--- config.mk ---
export PLATFORM = sky130hd
export DESIGN_NAME = cpu_clock_controller
export DESIGN_NICKNAME = d
export VERILOG_FILES = /design/src/rtl/cpu_clk_pkg.sv /design/src/rtl/cpu_clk_half_counter.sv /design/src/rtl/cpu_clock_controller.sv
export SDC_FILE = /design/constraint.sdc
export NUM_CORES = 1
export LEC_CHECK = 0
export BUFFER_PORTS_ARGS = -buffer_cell sky130_fd_sc_hd__buf_2
export CELL_PAD_IN_SITES_DETAIL_PLACEMENT = 1
export CELL_PAD_IN_SITES_GLOBAL_PLACEMENT = 1
export CORE_UTILIZATION = 38
export CTS_BUF_LIST = sky130_fd_sc_hd__clkbuf_16
export CTS_CLUSTER_SIZE = 40
export DETAILED_ROUTE_END_ITERATION = 16
export PLACE_DENSITY_LB_ADDON = 0.15
export SLEW_MARGIN = 5
export SYNTH_ARGS = -nofsm -noshare
export SYNTH_HDL_FRONTEND = slang
export SYNTH_SLANG_ARGS = --single-unit
export TNS_END_PERCENT = 100
--- constraint.sdc ---
create_clock -name MAIN_CLOCK -period 4 [get_ports MAIN_CLOCK]
set_input_delay 0.2 -clock MAIN_CLOCK [delete_from_list [all_inputs] [get_ports MAIN_CLOCK]]
set_output_delay 0.2 -clock MAIN_CLOCK [all_outputs]
set_load 0.01 [all_outputs]
--- src/rtl/cpu_clk_pkg.sv ---
`default_nettype none
// +------------------------------------------------------------------+
// | Module      : cpu_clk_pkg                                        |
// | Description : Shared constants for the CPU clock controller:     |
// |               FSM state encoding, STATE port width and the       |
// |               smallest usable half-period.                       |
// | Revision    : 1.0 - initial release                              |
// +------------------------------------------------------------------+
package cpu_clk_pkg;

  localparam int STATE_W = 3;

  localparam logic [STATE_W-1:0] ST_IDLE        = 3'd0;
  localparam logic [STATE_W-1:0] ST_RUN         = 3'd1;
  localparam logic [STATE_W-1:0] ST_STEP_WAIT   = 3'd2;
  localparam logic [STATE_W-1:0] ST_STEP_ACTIVE = 3'd3;
  localparam logic [STATE_W-1:0] ST_DONE        = 3'd4;
  // Only reachable when the breakpoint feature is built in.
  localparam logic [STATE_W-1:0] ST_BREAK       = 3'd5;

  // A programmed half-period below this is clamped up to it.
  localparam int MIN_DIV = 1;

endpackage
`default_nettype wire

--- src/rtl/cpu_clk_half_counter.sv ---
`default_nettype none
// +------------------------------------------------------------------+
// | Module      : cpu_clk_half_counter                               |
// | Description : Half-period counter with shadow/active divisor.    |
// |               The shadow is copied to the active divisor only on |
// |               a toggle (or on request while ticking is stopped), |
// |               so a running half is never truncated.              |
// | Revision    : 1.0 - initial release                              |
// +------------------------------------------------------------------+
module cpu_clk_half_counter
  import cpu_clk_pkg::*;
#(
  parameter int CNT_W       = 8,
  parameter int DEFAULT_DIV = 8
) (
  input  logic             clk_i,
  input  logic             rst_i,
  input  logic             en_i,
  input  logic             clr_i,
  input  logic             imm_load_i,
  input  logic             load_i,
  input  logic [CNT_W-1:0] value_i,
  output logic             toggle_o
);

  logic [CNT_W-1:0] cnt_q,    cnt_d;
  logic [CNT_W-1:0] shadow_q, shadow_d;
  logic [CNT_W-1:0] active_q, active_d;
  logic [CNT_W-1:0] eff_div;
  logic [CNT_W-1:0] half_last;

  // Toggle detection, shadow capture and reload-at-toggle.
  always_comb begin
    eff_div   = (active_q < CNT_W'(MIN_DIV)) ? CNT_W'(MIN_DIV) : active_q;
    half_last = eff_div - CNT_W'(1);
    toggle_o  = en_i && (cnt_q == half_last);
    // A load coinciding with a toggle lands straight in the next half.
    shadow_d  = load_i ? value_i : shadow_q;
    active_d  = (imm_load_i || toggle_o) ? shadow_d : active_q;
    cnt_d     = cnt_q;
    if (clr_i) begin
      cnt_d = '0;
    end else if (en_i) begin
      cnt_d = toggle_o ? '0 : cnt_q + CNT_W'(1);
    end
  end

  // Counter and divisor registers.
  always_ff @(posedge clk_i) begin
    if (rst_i) begin
      cnt_q    <= '0;
      shadow_q <= CNT_W'(DEFAULT_DIV);
      active_q <= CNT_W'(DEFAULT_DIV);
    end else begin
      cnt_q    <= cnt_d;
      shadow_q <= shadow_d;
      active_q <= active_d;
    end
  end

endmodule
`default_nettype wire

--- src/rtl/cpu_clock_controller.sv ---
`default_nettype none
// +------------------------------------------------------------------+
// | Module      : cpu_clock_controller                               |
// | Description : Divides MAIN_CLOCK into the CPU TICK with a        |
// |               programmable half-period, free-run or single-step  |
// |               modes, rise/fall strobes and a tick cycle counter. |
// |               Define CPU_CLK_BREAKPOINT_EN to add the cycle      |
// |               breakpoint (BREAK_ARM / BREAK_CYCLE, BREAK state). |
// | Revision    : 1.0 - initial release                              |
// +------------------------------------------------------------------+
module cpu_clock_controller
  import cpu_clk_pkg::*;
#(
  parameter int CNT_W       = 8,
  parameter int CYCLE_W     = 32,
  parameter int DEFAULT_DIV = 8
) (
  input  logic               MAIN_CLOCK,
  input  logic               RESET,
  input  logic               START_PROCESSING_FLAG,
  input  logic               PROCESS_FINISHED,
  input  logic               MODE_STEP,
  input  logic               STEP_REQ,
  input  logic [CNT_W-1:0]   DIV_VALUE,
  input  logic               DIV_LOAD,
`ifdef CPU_CLK_BREAKPOINT_EN
  input  logic               BREAK_ARM,
  input  logic [CYCLE_W-1:0] BREAK_CYCLE,
`endif
  output logic               TICK,
  output logic               TICK_RISE,
  output logic               TICK_FALL,
  output logic [CYCLE_W-1:0] CYCLE_COUNT,
  output logic [STATE_W-1:0] STATE,
  output logic               BUSY
);

  logic [STATE_W-1:0] state_q, state_d;
  logic               tick_q, tick_d;
  logic               rise_q, rise_d;
  logic               fall_q, fall_d;
  logic [CYCLE_W-1:0] cycle_q, cycle_d;
  logic               step_req_q;
  logic               step_edge;
  logic               busy_now;
  logic               busy_next;
  logic               half_toggle;
`ifdef CPU_CLK_BREAKPOINT_EN
  logic               brk_pend_q;
  logic               from_brk_q;
`endif

  // The counter only runs while ticking; it is held at zero otherwise.
  assign busy_now  = (state_q == ST_RUN) || (state_q == ST_STEP_ACTIVE);
  assign step_edge = STEP_REQ && !step_req_q;

  cpu_clk_half_counter #(
    .CNT_W       (CNT_W),
    .DEFAULT_DIV (DEFAULT_DIV)
  ) u_half_counter (
    .clk_i      (MAIN_CLOCK),
    .rst_i      (RESET),
    .en_i       (busy_now),
    .clr_i      (!busy_next),
    .imm_load_i (!busy_now),
    .load_i     (DIV_LOAD),
    .value_i    (DIV_VALUE),
    .toggle_o   (half_toggle)
  );

  // State register and STEP_REQ edge-detect history.
  always_ff @(posedge MAIN_CLOCK) begin
    if (RESET) begin
      state_q    <= ST_IDLE;
      step_req_q <= 1'b0;
    end else begin
      state_q    <= state_d;
      step_req_q <= STEP_REQ;
    end
  end

  // Next-state: dropping START wins over everything, then FINISHED.
  always_comb begin
    state_d = state_q;
    if (!START_PROCESSING_FLAG) begin
      state_d = ST_IDLE;
    end else begin
      case (state_q)
        ST_IDLE: begin
          if (!PROCESS_FINISHED) state_d = MODE_STEP ? ST_STEP_WAIT : ST_RUN;
        end
        ST_RUN: begin
          if (PROCESS_FINISHED) state_d = ST_DONE;
`ifdef CPU_CLK_BREAKPOINT_EN
          else if (half_toggle && tick_q && brk_pend_q) state_d = ST_BREAK;
`endif
        end
        ST_STEP_WAIT: begin
          if (PROCESS_FINISHED) state_d = ST_DONE;
          else if (step_edge)   state_d = ST_STEP_ACTIVE;
        end
        ST_STEP_ACTIVE: begin
          // The period ends with the falling toggle of the high half.
          if (PROCESS_FINISHED) state_d = ST_DONE;
          else if (half_toggle && tick_q) begin
`ifdef CPU_CLK_BREAKPOINT_EN
            state_d = from_brk_q ? ST_BREAK : ST_STEP_WAIT;
`else
            state_d = ST_STEP_WAIT;
`endif
          end
        end
        ST_DONE: state_d = ST_DONE;
`ifdef CPU_CLK_BREAKPOINT_EN
        ST_BREAK: begin
          if (PROCESS_FINISHED) state_d = ST_DONE;
          else if (!BREAK_ARM)  state_d = ST_RUN;
          else if (step_edge)   state_d = ST_STEP_ACTIVE;
        end
`endif
        default: state_d = ST_IDLE;
      endcase
    end
  end

  // Outputs: TICK is forced low whenever the next state is not ticking.
  always_comb begin
    busy_next = (state_d == ST_RUN) || (state_d == ST_STEP_ACTIVE);
    tick_d    = busy_next ? (tick_q ^ half_toggle) : 1'b0;
    rise_d    = tick_d && !tick_q;
    fall_d    = !tick_d && tick_q;
    cycle_d   = cycle_q;
    if ((state_q == ST_IDLE) && (state_d != ST_IDLE)) begin
      cycle_d = '0;
    end else if (rise_d) begin
      cycle_d = cycle_q + CYCLE_W'(1);
    end
  end

  // Registered TICK, strobes and cycle counter.
  always_ff @(posedge MAIN_CLOCK) begin
    if (RESET) begin
      tick_q  <= 1'b0;
      rise_q  <= 1'b0;
      fall_q  <= 1'b0;
      cycle_q <= '0;
    end else begin
      tick_q  <= tick_d;
      rise_q  <= rise_d;
      fall_q  <= fall_d;
      cycle_q <= cycle_d;
    end
  end

`ifdef CPU_CLK_BREAKPOINT_EN
  // Breakpoint hit is latched on the matching rise and acted on at its fall;
  // a step taken from BREAK returns to BREAK.
  always_ff @(posedge MAIN_CLOCK) begin
    if (RESET) begin
      brk_pend_q <= 1'b0;
      from_brk_q <= 1'b0;
    end else begin
      if ((state_q == ST_RUN) && (state_d == ST_RUN) && rise_d &&
          BREAK_ARM && (cycle_d == BREAK_CYCLE)) begin
        brk_pend_q <= 1'b1;
      end else if (state_d != ST_RUN) begin
        brk_pend_q <= 1'b0;
      end
      if ((state_q == ST_BREAK) && (state_d == ST_STEP_ACTIVE)) begin
        from_brk_q <= 1'b1;
      end else if (state_d != ST_STEP_ACTIVE) begin
        from_brk_q <= 1'b0;
      end
    end
  end
`endif

  assign TICK        = tick_q;
  assign TICK_RISE   = rise_q;
  assign TICK_FALL   = fall_q;
  assign CYCLE_COUNT = cycle_q;
  assign STATE       = state_q;
  assign BUSY        = busy_now;

endmodule
`default_nettype wire

* Word level (Yosys, flattened, before mapping)
Cells that the tools add are included.
Word-level totals: bits in registers 63, memories 0, logic and storage cells 52, output and inout port bits 39, bits in read-only memories 0, input port bits 15, bits in latches 0, memory bits (writable) 0
Cells by class: $add $sub $neg 3, bitwise operators 2, reduce and logical (&&, ||, !) cells 17, multipliers 0, multiplexer cells 13, div/mod/pow operators 0, shifts and indexed selects 0, $lt $le $gt $ge 1, equal/unequal tests 7
Operators by type and width (number):
- $add 32x1->32 const B | 1
- $mux 8 | 3
- $mux 3 | 7
- $pmux 3 s5 | 1
- $eq 3x2->1 const B | 3
- $add 8x1->8 const B | 1
- $eq 8x8->1 | 1
- $lt 8x1->1 const B | 1
- $sub 8x1->8 const B | 1
- $eq 3x1->1 const B | 2
- $logic_and 1x1->1 | 6
- $logic_not 1->1 | 4
- $reduce_or 2->1 | 2
- $eq 3x3->1 const B | 1
- $logic_not 3->1 | 1
- $logic_or 1x1->1 | 3
- $reduce_bool 3->1 | 1
- $mux 2 | 1
- $mux 1 | 1
- $not 1->1 | 1
- $xor 1x1->1 | 1

* Depth between registers and ports, before layout
Gate-level depths: netlist of run 1.
depth after elaboration 15, mapped depth 17, mapped depth without buffers 15

* By module
From an unflattened synthesis of run 1, not the netlist that was laid out.
Unflattened totals: cell total of the unflattened synthesis 365, area total of the unflattened synthesis 3367.0 um^2
Modules (own cells, without submodules):
- cpu_clock_controller | times used 1, cells each 236, area each 2104.5 um^2
- cpu_clk_half_counter | times used 1, cells each 129, area each 1262.5 um^2

* Least setup slack after synthesis of run 1
Ideal clock, no wire load.
path kind reg-to-reg, start point register u_half_counter.active_q[2], end point register cycle_q[6], in the netlist CYCLE_COUNT[6], period minus slack after synthesis 3.760 ns, slack 0.240 ns, arrival 3.642 ns, library setup time 0.117 ns, data required time 3.883 ns, stages on the path, launching flop included 17, cells stage by stage dfxtp_1 nor3_1 a21oi_1 ha_1 a2bb2oi_1 o2111ai_1 or3_1 buf_2 nor3_1 ha_1 nor2b_1 nand4b_1 nor4b_2 clkbuf_1 nand4_1 xor2_1 nor2_1
Between the ends: cells in the longest elaborated chain, start to end 14, elaborated cells on any way between the ends 19, classes of those cells add/sub: 1; order compare: 1; eq/ne: 3; mux: 6; bitwise: 1; reduce/logical: 7
RTL lines:
- start: declaration | RTL line cpu_clk_half_counter.sv:28 | logic [CNT_W-1:0] active_q, active_d;
- start signal: assignment | RTL line cpu_clk_half_counter.sv:53 | active_q <= CNT_W'(DEFAULT_DIV);
- start signal: assignment | RTL line cpu_clk_half_counter.sv:57 | active_q <= active_d;
- $lt 8x1->1 | RTL line cpu_clk_half_counter.sv:34 | eff_div = (active_q < CNT_W'(MIN_DIV)) ? CNT_W'(MIN_DIV) : active_q;
- $mux 8 (*) | RTL line cpu_clk_half_counter.sv:34
- $sub 8x1->8 (*) | RTL line cpu_clk_half_counter.sv:35 | half_last = eff_div - CNT_W'(1);
- $eq 8x8->1 (*) | RTL line cpu_clk_half_counter.sv:36 | toggle_o = en_i && (cnt_q == half_last);
- $logic_and 1x1->1 (*) | RTL line cpu_clk_half_counter.sv:36
- $logic_and 1x1->1 | RTL line cpu_clock_controller.sv:105 | else if (half_toggle && tick_q) begin
- $mux 3 | RTL line cpu_clock_controller.sv:105
- $mux 3 | RTL line cpu_clock_controller.sv:104 | if (PROCESS_FINISHED) state_d = ST_DONE;
- $pmux 3 s5 | RTL line cpu_clock_controller.sv:88 | case (state_q)
- $mux 3 | RTL line cpu_clock_controller.sv:85 | if (!START_PROCESSING_FLAG) begin
- $eq 3x1->1 or $eq 3x2->1 (tied branches) | RTL line cpu_clock_controller.sv:128 | busy_next = (state_d == ST_RUN) || (state_d == ST_STEP_ACTIVE);
- $logic_or 1x1->1 | RTL line cpu_clock_controller.sv:128
- $mux 1 | RTL line cpu_clock_controller.sv:129 | tick_d = busy_next ? (tick_q ^ half_toggle) : 1'b0;
- $logic_and 1x1->1 | RTL line cpu_clock_controller.sv:130 | rise_d = tick_d && !tick_q;
- end signal: assignment | RTL line cpu_clock_controller.sv:151 | cycle_q <= cycle_d;
- end: declaration | RTL line cpu_clock_controller.sv:42 | logic [CYCLE_W-1:0] cycle_q, cycle_d;
Mark *: on every way between the ends. The rest lies on a longest branch, timed or not. A chain may end at the register's enable or synchronous reset.

* Worst setup path in the final report of run 1
start point register u_half_counter.active_q[5], end point register cycle_q[16], in the netlist CYCLE_COUNT[16]
Same word-level chain as after synthesis.

==> parameters.txt, run 1 <==
Parameter                              Value

Drt
  Routed WL    7570 microns
  Number of nets with antenna violations after detailed routing    0
  Mean routed wirelength per cell    15.0 microns
  Via density    5.19
  DRC marker count from the first detailed-route iteration    71
  Via count of the routed design    2,623
  Pre-antenna DRT Iters    4
  Drt drc    0

Run
  Maximum Capacitance Violations    0

Clocking
  TritonCTS clock tree    built
  Library cell used as clock root buffer    sky130_fd_sc_hd__clkbuf_16
  Num CTS Buffers    9
  # Post-CTS Setup Buffers    0
  Hold_buf cts    0
  Post-CTS clock slew at the launch and capture registers of the worst setup and hold paths    0.05 ns
  Worst-Skew Late Latency    0.33 ns
  Largest buffer count on any clock path    2
  Sink count of the clock tree    63
  CTS resizes    0
  H-tree depth    3

Setup path
  Worst-path cell chain    nor4_1 -> a21oi_1 -> ha_2 -> nand2b_1 -> o21ai_0 -> o2111ai_1 -> or3_1 -> nor3_2 -> ha_1 -> nor2b_1 -> nand4b_1 -> nor4b_4 -> buf_12 -> nor3b_1 -> xnor2_1 -> nor2_1
  Critical path capture point type    flop
  Worst Setup Path Type    flop to flop
  Worst path max stage delay    0.49 ns
  Data arrival time of the critical path    4.03 ns
  Startpoint kind of the worst setup timing path    flop
  Required time of the worst setup path    4.22 ns
  Cell at the slowest stage of the critical path    sky130_fd_sc_hd__or3_1
  CP max FO    14

Finish
  Net count, final    417
  Fillers    916
  FF+latch area    1260 sq um
  Antenna diodes    0
  Area added between synthesis and finish    22.2%
  Utilization after layout    48.3%
  Fraction of final layout cells sized beyond drive strength 1    24.1%
  Area of combinational cells with multiple inputs    1720 sq um

Timing
  Worst Hold Slack    0.108 ns
  Clk_skew    0.00543 ns
  Worst slew margin relative to its limit    55.6%
  Transition time at the pin with the least slew margin    0.664 ns
  Final Hold Viols    0
  Crit path time final    3.81 ns
  Fmax    262 MHz
  Sum of negative setup slack    0 ns
  Number of setup violations in the final report    0
  Final period utilization    95.3%
  Pins over their slew limit    0

Power
  Combinational cell fraction of total power    7.7%
  Power per unit of standard cell area    386 nW/um^2
  Fraction of power consumed by the clock network    47.3%
  IR drop worst, VDD    0.000232 V
  Register share of total power    45.1%
  Internal Pwr Total    1100 uW
  Switching Fraction    24.2%
  Leakage component of the power    0.00154 uW
  Net Sw Power    351 uW

Outcome
  Status    complete, no violations

Global routing
  Vias in the first global route    2,580
  Wire length of the first global-routing pass    12,500 microns
  Total track usage    18.8%
  Number of antenna violations at the first check in global routing    0
  Remaining global-route overflow    0
  Maximum number of pins on one net before global-route repair    33

Placement
  Port Buffers    53
  Weighted congestion at the end of routability-driven global placement    0.839
  HPWL after detailed placement    5370 microns

Floorplan
  Chip height    91.9 microns
  Die X-Extent    91.9 microns
  Number of ports placed on the die boundary    54
  Site row count    32
  Starting Density    39.5%
  Die area    8450 sq um
  Core region area    7770 sq um

Synth
  Synthesized flop and latch total    63
  Share of the yosys chip area belonging to registers    41.1%
  Cells after synthesis    343
  Share of synthesized registers carrying an async set or reset    0%
  Mean area per synthesized cell    8.96 sq um
  Post-Syn Nets    362
  Total number of yosys warnings    0
  Cell area after synthesis    3070 sq um
  Number of synthesized flops with an enable pin    0
  Top flip-flop cell by instance count after synthesis    sky130_fd_sc_hd__dfxtp_1
  Count of distinct cell types in the synthesized netlist    51

Min path
  Class of the worst hold path    primary input to flop
cell families (layout without fill, tap and decap cells):
group / after synthesis / in the layout / synth area share [%]
AOI/OAI and AO/OA: 36 / 36 / 8.07
xor gates and xnor gates: 39 / 39 / 11.1
adders and majority gates: 4 / 4 / 1.63
buffers and inverters: 26 / 86 / 3.63
DFF: 63 / 63 / 41.1
muxes: 16 / 16 / 6.52
and+or+nand+nor: 159 / 159 / 28.0
sequential cells by signal, indices dropped and copies added, names as in the netlist:
name                     count
TICK                         1
TICK_RISE                    1
u_half_counter.active_q      8
u_half_counter.cnt_q         8
STATE                        3
CYCLE_COUNT                 32
step_req_q                   1
u_half_counter.shadow_q      8
TICK_FALL                    1
critical path, delay by kind of cell (launching register included):
kind                       cells  cell delay, ns
AOI/OAI and AO/OA              3            0.57
xor gates and xnor gates       1            0.15
adders and majority gates      2            0.42
buffers and inverters          1            0.18
DFF                            1            0.44
and+or+nand+nor                9            1.94
final timing paths:
check | from | end | slack [ns] | cells after the start
worst min register to register | u_half_counter.shadow_q[2] | u_half_counter.shadow_q[2] | 0.52 | 2
worst min-delay path | DIV_VALUE[3] | u_half_counter.shadow_q[3] | 0.11 | 2
worst max-delay path | u_half_counter.active_q[5] | CYCLE_COUNT[16] | 0.19 | 16
worst max register to register | u_half_counter.active_q[5] | CYCLE_COUNT[16] | 0.19 | 16
cell usage in the layout (no fill, tap or decap), types with 4 or more instances in the layout:
| master | instances |
|---|---|
| sky130_fd_sc_hd__xor2_1 | 31 |
| sky130_fd_sc_hd__buf_4 | 6 |
| sky130_fd_sc_hd__nand2_1 | 18 |
| sky130_fd_sc_hd__mux2_4 | 8 |
| sky130_fd_sc_hd__nor2b_1 | 11 |
| sky130_fd_sc_hd__nand3_1 | 20 |
| sky130_fd_sc_hd__o21ai_0 | 9 |
| sky130_fd_sc_hd__a21oi_1 | 6 |
| sky130_fd_sc_hd__or2_2 | 4 |
| sky130_fd_sc_hd__clkbuf_16 | 9 |
| sky130_fd_sc_hd__mux2i_1 | 8 |
| sky130_fd_sc_hd__nor3_1 | 8 |
| sky130_fd_sc_hd__nor4_1 | 5 |
| sky130_fd_sc_hd__and4_1 | 5 |
| sky130_fd_sc_hd__xnor2_1 | 8 |
| sky130_fd_sc_hd__buf_2 | 53 |
| sky130_fd_sc_hd__nor2_1 | 49 |
| sky130_fd_sc_hd__and3_1 | 4 |
| sky130_fd_sc_hd__inv_1 | 12 |
| sky130_fd_sc_hd__dfxtp_1 | 62 |
| sky130_fd_sc_hd__nand4_1 | 10 |
area by class of cell:
class / instances / share of cell area (%)
Clock buffer: 9 / 6.00
Clock inverter: 7 / 0.900
Inverter: 9 / 0.900
Multi-Input combinational cell: 254 / 45.9
Sequential cell: 63 / 33.6
Tap cell: 102 / 3.40
Timing Repair Buffer: 61 / 9.33
power by group through the flow:
stage / Combinational, uW / Sequential, uW / Clock, uW
2_1_floorplan: 82.4 / 662 / 0
3_3_place_gp: 106 / 665 / 0
3_5_place_dp: 108 / 666 / 0
4_1_cts: 110 / 652 / 707
5_1_grt: 123 / 654 / 732
6_report: 111 / 653 / 685
per-layer routing:
layer / wire length [microns] / vias to the layer above / GRT usage [%]
met2: 3690 / 43 / 30.8
met4: 139 / 0 / 7.42
met5: 0 / - / 0
li1: - / 1311 / -
met3: 245 / 12 / 4.64
met1: 3500 / 1257 / 23.6
synthesized netlist by cell type (2+ instances only):
library cell / instances / share of area [%]
sky130_fd_sc_hd__and3_1: 4 / 0.81
sky130_fd_sc_hd__nand4b_1: 2 / 0.57
sky130_fd_sc_hd__clkbuf_1: 11 / 1.3
sky130_fd_sc_hd__nor2_1: 49 / 6.0
sky130_fd_sc_hd__a31oi_1: 2 / 0.41
sky130_fd_sc_hd__ha_1: 4 / 1.6
sky130_fd_sc_hd__mux2_4: 8 / 3.9
sky130_fd_sc_hd__o21ai_0: 9 / 1.5
sky130_fd_sc_hd__inv_1: 9 / 1.1
sky130_fd_sc_hd__or4_1: 2 / 0.49
sky130_fd_sc_hd__and4_1: 5 / 1.4
sky130_fd_sc_hd__and2_1: 2 / 0.41
sky130_fd_sc_hd__mux2i_1: 8 / 2.6
sky130_fd_sc_hd__o2111ai_1: 2 / 0.57
sky130_fd_sc_hd__nor2b_1: 11 / 2.2
sky130_fd_sc_hd__a31o_2: 2 / 0.57
sky130_fd_sc_hd__or3_1: 3 / 0.61
sky130_fd_sc_hd__xnor2_1: 8 / 2.3
sky130_fd_sc_hd__buf_2: 5 / 0.81
sky130_fd_sc_hd__a21oi_1: 6 / 0.98
sky130_fd_sc_hd__nor4_1: 5 / 1.0
sky130_fd_sc_hd__nand2_1: 18 / 2.2
sky130_fd_sc_hd__or2_2: 4 / 0.81
sky130_fd_sc_hd__nor3_1: 10 / 1.6
sky130_fd_sc_hd__nand3_1: 20 / 3.3
sky130_fd_sc_hd__nand2b_1: 3 / 0.61
sky130_fd_sc_hd__dfxtp_1: 63 / 41
sky130_fd_sc_hd__a2111oi_0: 2 / 0.57
sky130_fd_sc_hd__nor3b_1: 3 / 0.73
sky130_fd_sc_hd__o211ai_1: 3 / 0.73
sky130_fd_sc_hd__nand4_1: 10 / 2.0
sky130_fd_sc_hd__xor2_1: 31 / 8.8
metrics by stage:
step | setup slack [ns] | power (uW) | cells | instance area [sq um]
after floorplan | 0.240 | 744 | 343 | 3070
after global placement | 0.273 | 770 | 489 | 3470
after detailed placement | 0.123 | 774 | 489 | 3470
after CTS | 0.0818 | 1470 | 505 | 3730
after global routing | -0.0750 | 1510 | 505 | 3750
final | 0.189 | 1450 | 505 | 3750
Power figures use the tool's default switching activity.
==> run 2, diff against run 1 <==
- CORE_UTILIZATION: 38 -> 39
- SYNTH_HIERARCHICAL: default -> 1
==> parameters.txt, run 2 <==
Parameter                              Value

Clocking
  Num CTS Buffers    9
  H-tree depth    3
  Largest buffer count on any clock path    2
  Library cell used as clock root buffer    sky130_fd_sc_hd__clkbuf_16
  Post-CTS clock slew at the launch and capture registers of the worst setup and hold paths    0.06 ns
  TritonCTS clock tree    built
  Sink count of the clock tree    63
  Worst-Skew Late Latency    0.33 ns
  Hold_buf cts    0

Setup path
  Startpoint kind of the worst setup timing path    flop
  Required time of the worst setup path    4.23 ns
  Worst Setup Path Type    flop to flop
  CP max FO    5
  Critical path capture point type    flop
  Worst-case reg-to-reg path depth    14
  Endpoint of the worst-slack reg-to-reg timing path    CYCLE_COUNT[31]
  Reg2Reg Setup Slack    0.09 ns
  Data arrival time of the critical path    4.14 ns
  Reg-to-reg critical path startpoint    u_half_counter/active_q[6]

Finish
  Area of all placed cells without fillers    4130 sq um
  Most common cell after layout, fill and taps aside    sky130_fd_sc_hd__dfxtp_1
  Antenna diodes    0
  Non-filler instance count after layout    540
  Fraction of final layout cells sized beyond drive strength 1    28.5%
  Utilization after layout    49.8%
  Highest-count cells in the layout ignoring fill and taps    sky130_fd_sc_hd__dfxtp_1, sky130_fd_sc_hd__buf_2, sky130_fd_sc_hd__nor2_1
  Net count, final    449
  Number of flip-flops in the largest register    32
  Area added between synthesis and finish    22.7%

Min path
  Endpoint, Worst Hold    step_req_q
  Class of the worst hold path    primary input to flop
  Worst hold path startpoint    STEP_REQ
  Depth of the worst hold-timing path    2

Power
  Leakage component of the power    0.00155 uW
  Power per unit of standard cell area    361 nW/um^2
  IR drop worst, VDD    0.000207 V
  Power after layout    1490 uW

Drt
  Drt drc    0
  Via density    5.58
  Number of nets with antenna violations after detailed routing    0
  Pre-antenna DRT Iters    4
  DRC marker count from the first detailed-route iteration    116
  Via count of the routed design    3,013
  Routed WL    8770 microns
  Mean routed wirelength per cell    16.2 microns

Global routing
  Number of antenna violations at the first check in global routing    0
  Total track usage    21.4%
  Maximum number of pins on one net before global-route repair    33
  Vias in the first global route    3,030
  Wire length of the first global-routing pass    14,800 microns
  Remaining global-route overflow    0

Synth
  Cell area after synthesis    3370 sq um
  Dominant cells by area after synthesis    sky130_fd_sc_hd__dfxtp_1, sky130_fd_sc_hd__a21oi_1, sky130_fd_sc_hd__nor2_1
  Cells after synthesis    365
  Fraction of the mapped netlist area in compound gates    17.5%
  Largest family of logic cells by synthesized area    simple AND/OR/NAND/NOR gates
  Count of distinct cell types in the synthesized netlist    65
  Share of Yosys cell area claimed by the top area cell type    37.5%
  Top cell type by total area after synthesis    sky130_fd_sc_hd__dfxtp_1
  Adder and majority cell fraction of the synthesized area    1.49%
  Mean area per synthesized cell    9.22 sq um
  Post-Syn Nets    384
  Total number of yosys warnings    6
  Top flip-flop cell by instance count after synthesis    sky130_fd_sc_hd__dfxtp_1
  Most common library cells after synthesis    sky130_fd_sc_hd__dfxtp_1, sky130_fd_sc_hd__nor2_1, sky130_fd_sc_hd__a21oi_1, sky130_fd_sc_hd__inv_1, sky130_fd_sc_hd__nand2_1
  Synthesized flop and latch total    63
  Share of synthesized registers carrying an async set or reset    0%
  Top-count cell post-synth    sky130_fd_sc_hd__dfxtp_1
  Basic-gate share of the synthesized area counting and, or, nand and nor cells    26.6%
  Number of synthesized flops with an enable pin    0
  Multiplexer fraction of the synthesized cell area    5.95%
  Share of the yosys chip area belonging to registers    37.5%
  Xor-xnor portion of the synthesized cell area    5.72%

Placement
  Weighted congestion at the end of routability-driven global placement    0.732
  Total placed instance area    3780 sq um
  HPWL after detailed placement    6270 microns
  Number of cells in the design after placement    521
  Port Buffers    53

Timing
  Fmax    256 MHz
  Clk_skew    0.00489 ns
  Number of setup violations in the final report    0
  Worst slew margin relative to its limit    52.5%
  Final period utilization    97.8%
  Worst Hold Slack    0.0953 ns
  Crit path time final    3.91 ns
  Final Hold Viols    0
  Pins over their slew limit    0
  Transition time at the pin with the least slew margin    0.713 ns

Floorplan
  Die area    9010 sq um
  Number of ports placed on the die boundary    54
  Core region area    8300 sq um
  Site row count    33
  Die X-Extent    94.9 microns
  Starting Density    40.6%
  Chip height    94.9 microns

Run
  Maximum Capacitance Violations    0

Outcome
  Status    complete, no violations
## run 2: changes by cell type in the layout (fill, tap and decap cells not counted), moves of 5 or more
cell,delta
sky130_fd_sc_hd__o41ai_1,+5
sky130_fd_sc_hd__buf_4,+12
sky130_fd_sc_hd__xnor2_1,+5
sky130_fd_sc_hd__nand3_1,-5
sky130_fd_sc_hd__or4_1,+6
sky130_fd_sc_hd__xor2_1,-22
sky130_fd_sc_hd__or3_1,+5
sky130_fd_sc_hd__nor2_1,-16
sky130_fd_sc_hd__a21oi_1,+19
## run 2: through the flow
step	setup TNS, ns	setup slack, ns
4_1_cts	0	0.00817
6_report	0	0.0871
2_1_floorplan	0	0.0623
3_5_place_dp	-0.313	-0.116
3_3_place_gp	0	0.0500
5_1_grt	-0.0466	-0.0433
## run 2: layer usage
layer  GRT usage [%]  up-vias  wire (microns)
li1                -     1483               -
met4            7.83        0             110
met5               0        -               0
met2            38.1       43            4570
met3            4.91       13             254
met1            24.7     1474            3830
## run 2: logic make-up (layout without fill, tap and decap cells)
family | after synthesis | after routing
AO/OA/AOI/OAI | 76 | 76
flip-flops | 63 | 63
XOR/XNOR | 22 | 22
AND/OR/NAND/NOR | 150 | 150
buffers and inverters | 34 | 104
multiplexers | 16 | 16
adder cells (fa/ha/maj) | 4 | 4
## run 2: worst max-delay path by stage
stage	slack, ns	startpoint	to	cells past startpoint
after floorplan	0.06	u_half_counter/active_q[5]	CYCLE_COUNT[31]	15
after global placement	0.05	u_half_counter/active_q[1]	CYCLE_COUNT[31]	14
after detailed placement	-0.12	u_half_counter/active_q[1]	CYCLE_COUNT[31]	14
after CTS	0.008	u_half_counter/active_q[4]	CYCLE_COUNT[31]	14
after global routing	-0.04	u_half_counter/active_q[6]	CYCLE_COUNT[31]	14
final	0.09	u_half_counter/active_q[6]	CYCLE_COUNT[31]	14
## run 2: layout make-up
class                   instances  area, sq um
fillers                       970         4170
multi-input cells             268         1990
flip-flops and latches         63         1260
repair buffers                 72          420
clock buffers                   9          225
well taps                     105          131
inverters                      16         60.1
clock inverters                 7         40.0
## run 2: critical path: stages, from the launching register on
cell and delay (ns):
sky130_fd_sc_hd__dfxtp_1 0.32, sky130_fd_sc_hd__nor3_2 0.25, sky130_fd_sc_hd__a31oi_2 0.14, sky130_fd_sc_hd__ha_2 0.22
sky130_fd_sc_hd__nor3b_4 0.16, sky130_fd_sc_hd__or3_1 0.32, sky130_fd_sc_hd__a41o_1 0.20, sky130_fd_sc_hd__a2111o_1 0.40
sky130_fd_sc_hd__inv_2 0.08, sky130_fd_sc_hd__ha_4 0.15, sky130_fd_sc_hd__nand3b_1 0.12, sky130_fd_sc_hd__or4_4 0.58
sky130_fd_sc_hd__or4_4 0.51, sky130_fd_sc_hd__o21a_1 0.19, sky130_fd_sc_hd__o21ba_1 0.18
## run 2: what timing repair did
item,4_1_cts,5_1_grt
endpoints found under the setup margin,11,11
setup buffers,2,1
resized for setup,4,7
pin swaps,2,5
## run 2: report_power, final
| group | internal, uW | total (uW) | switching [uW] |
|---|---|---|---|
| logic | 62.1 | 140 | 78.3 |
| clock network | 412 | 701 | 289 |
| registers | 640 | 648 | 8.17 |
| total | 1110 | 1490 | 375 |
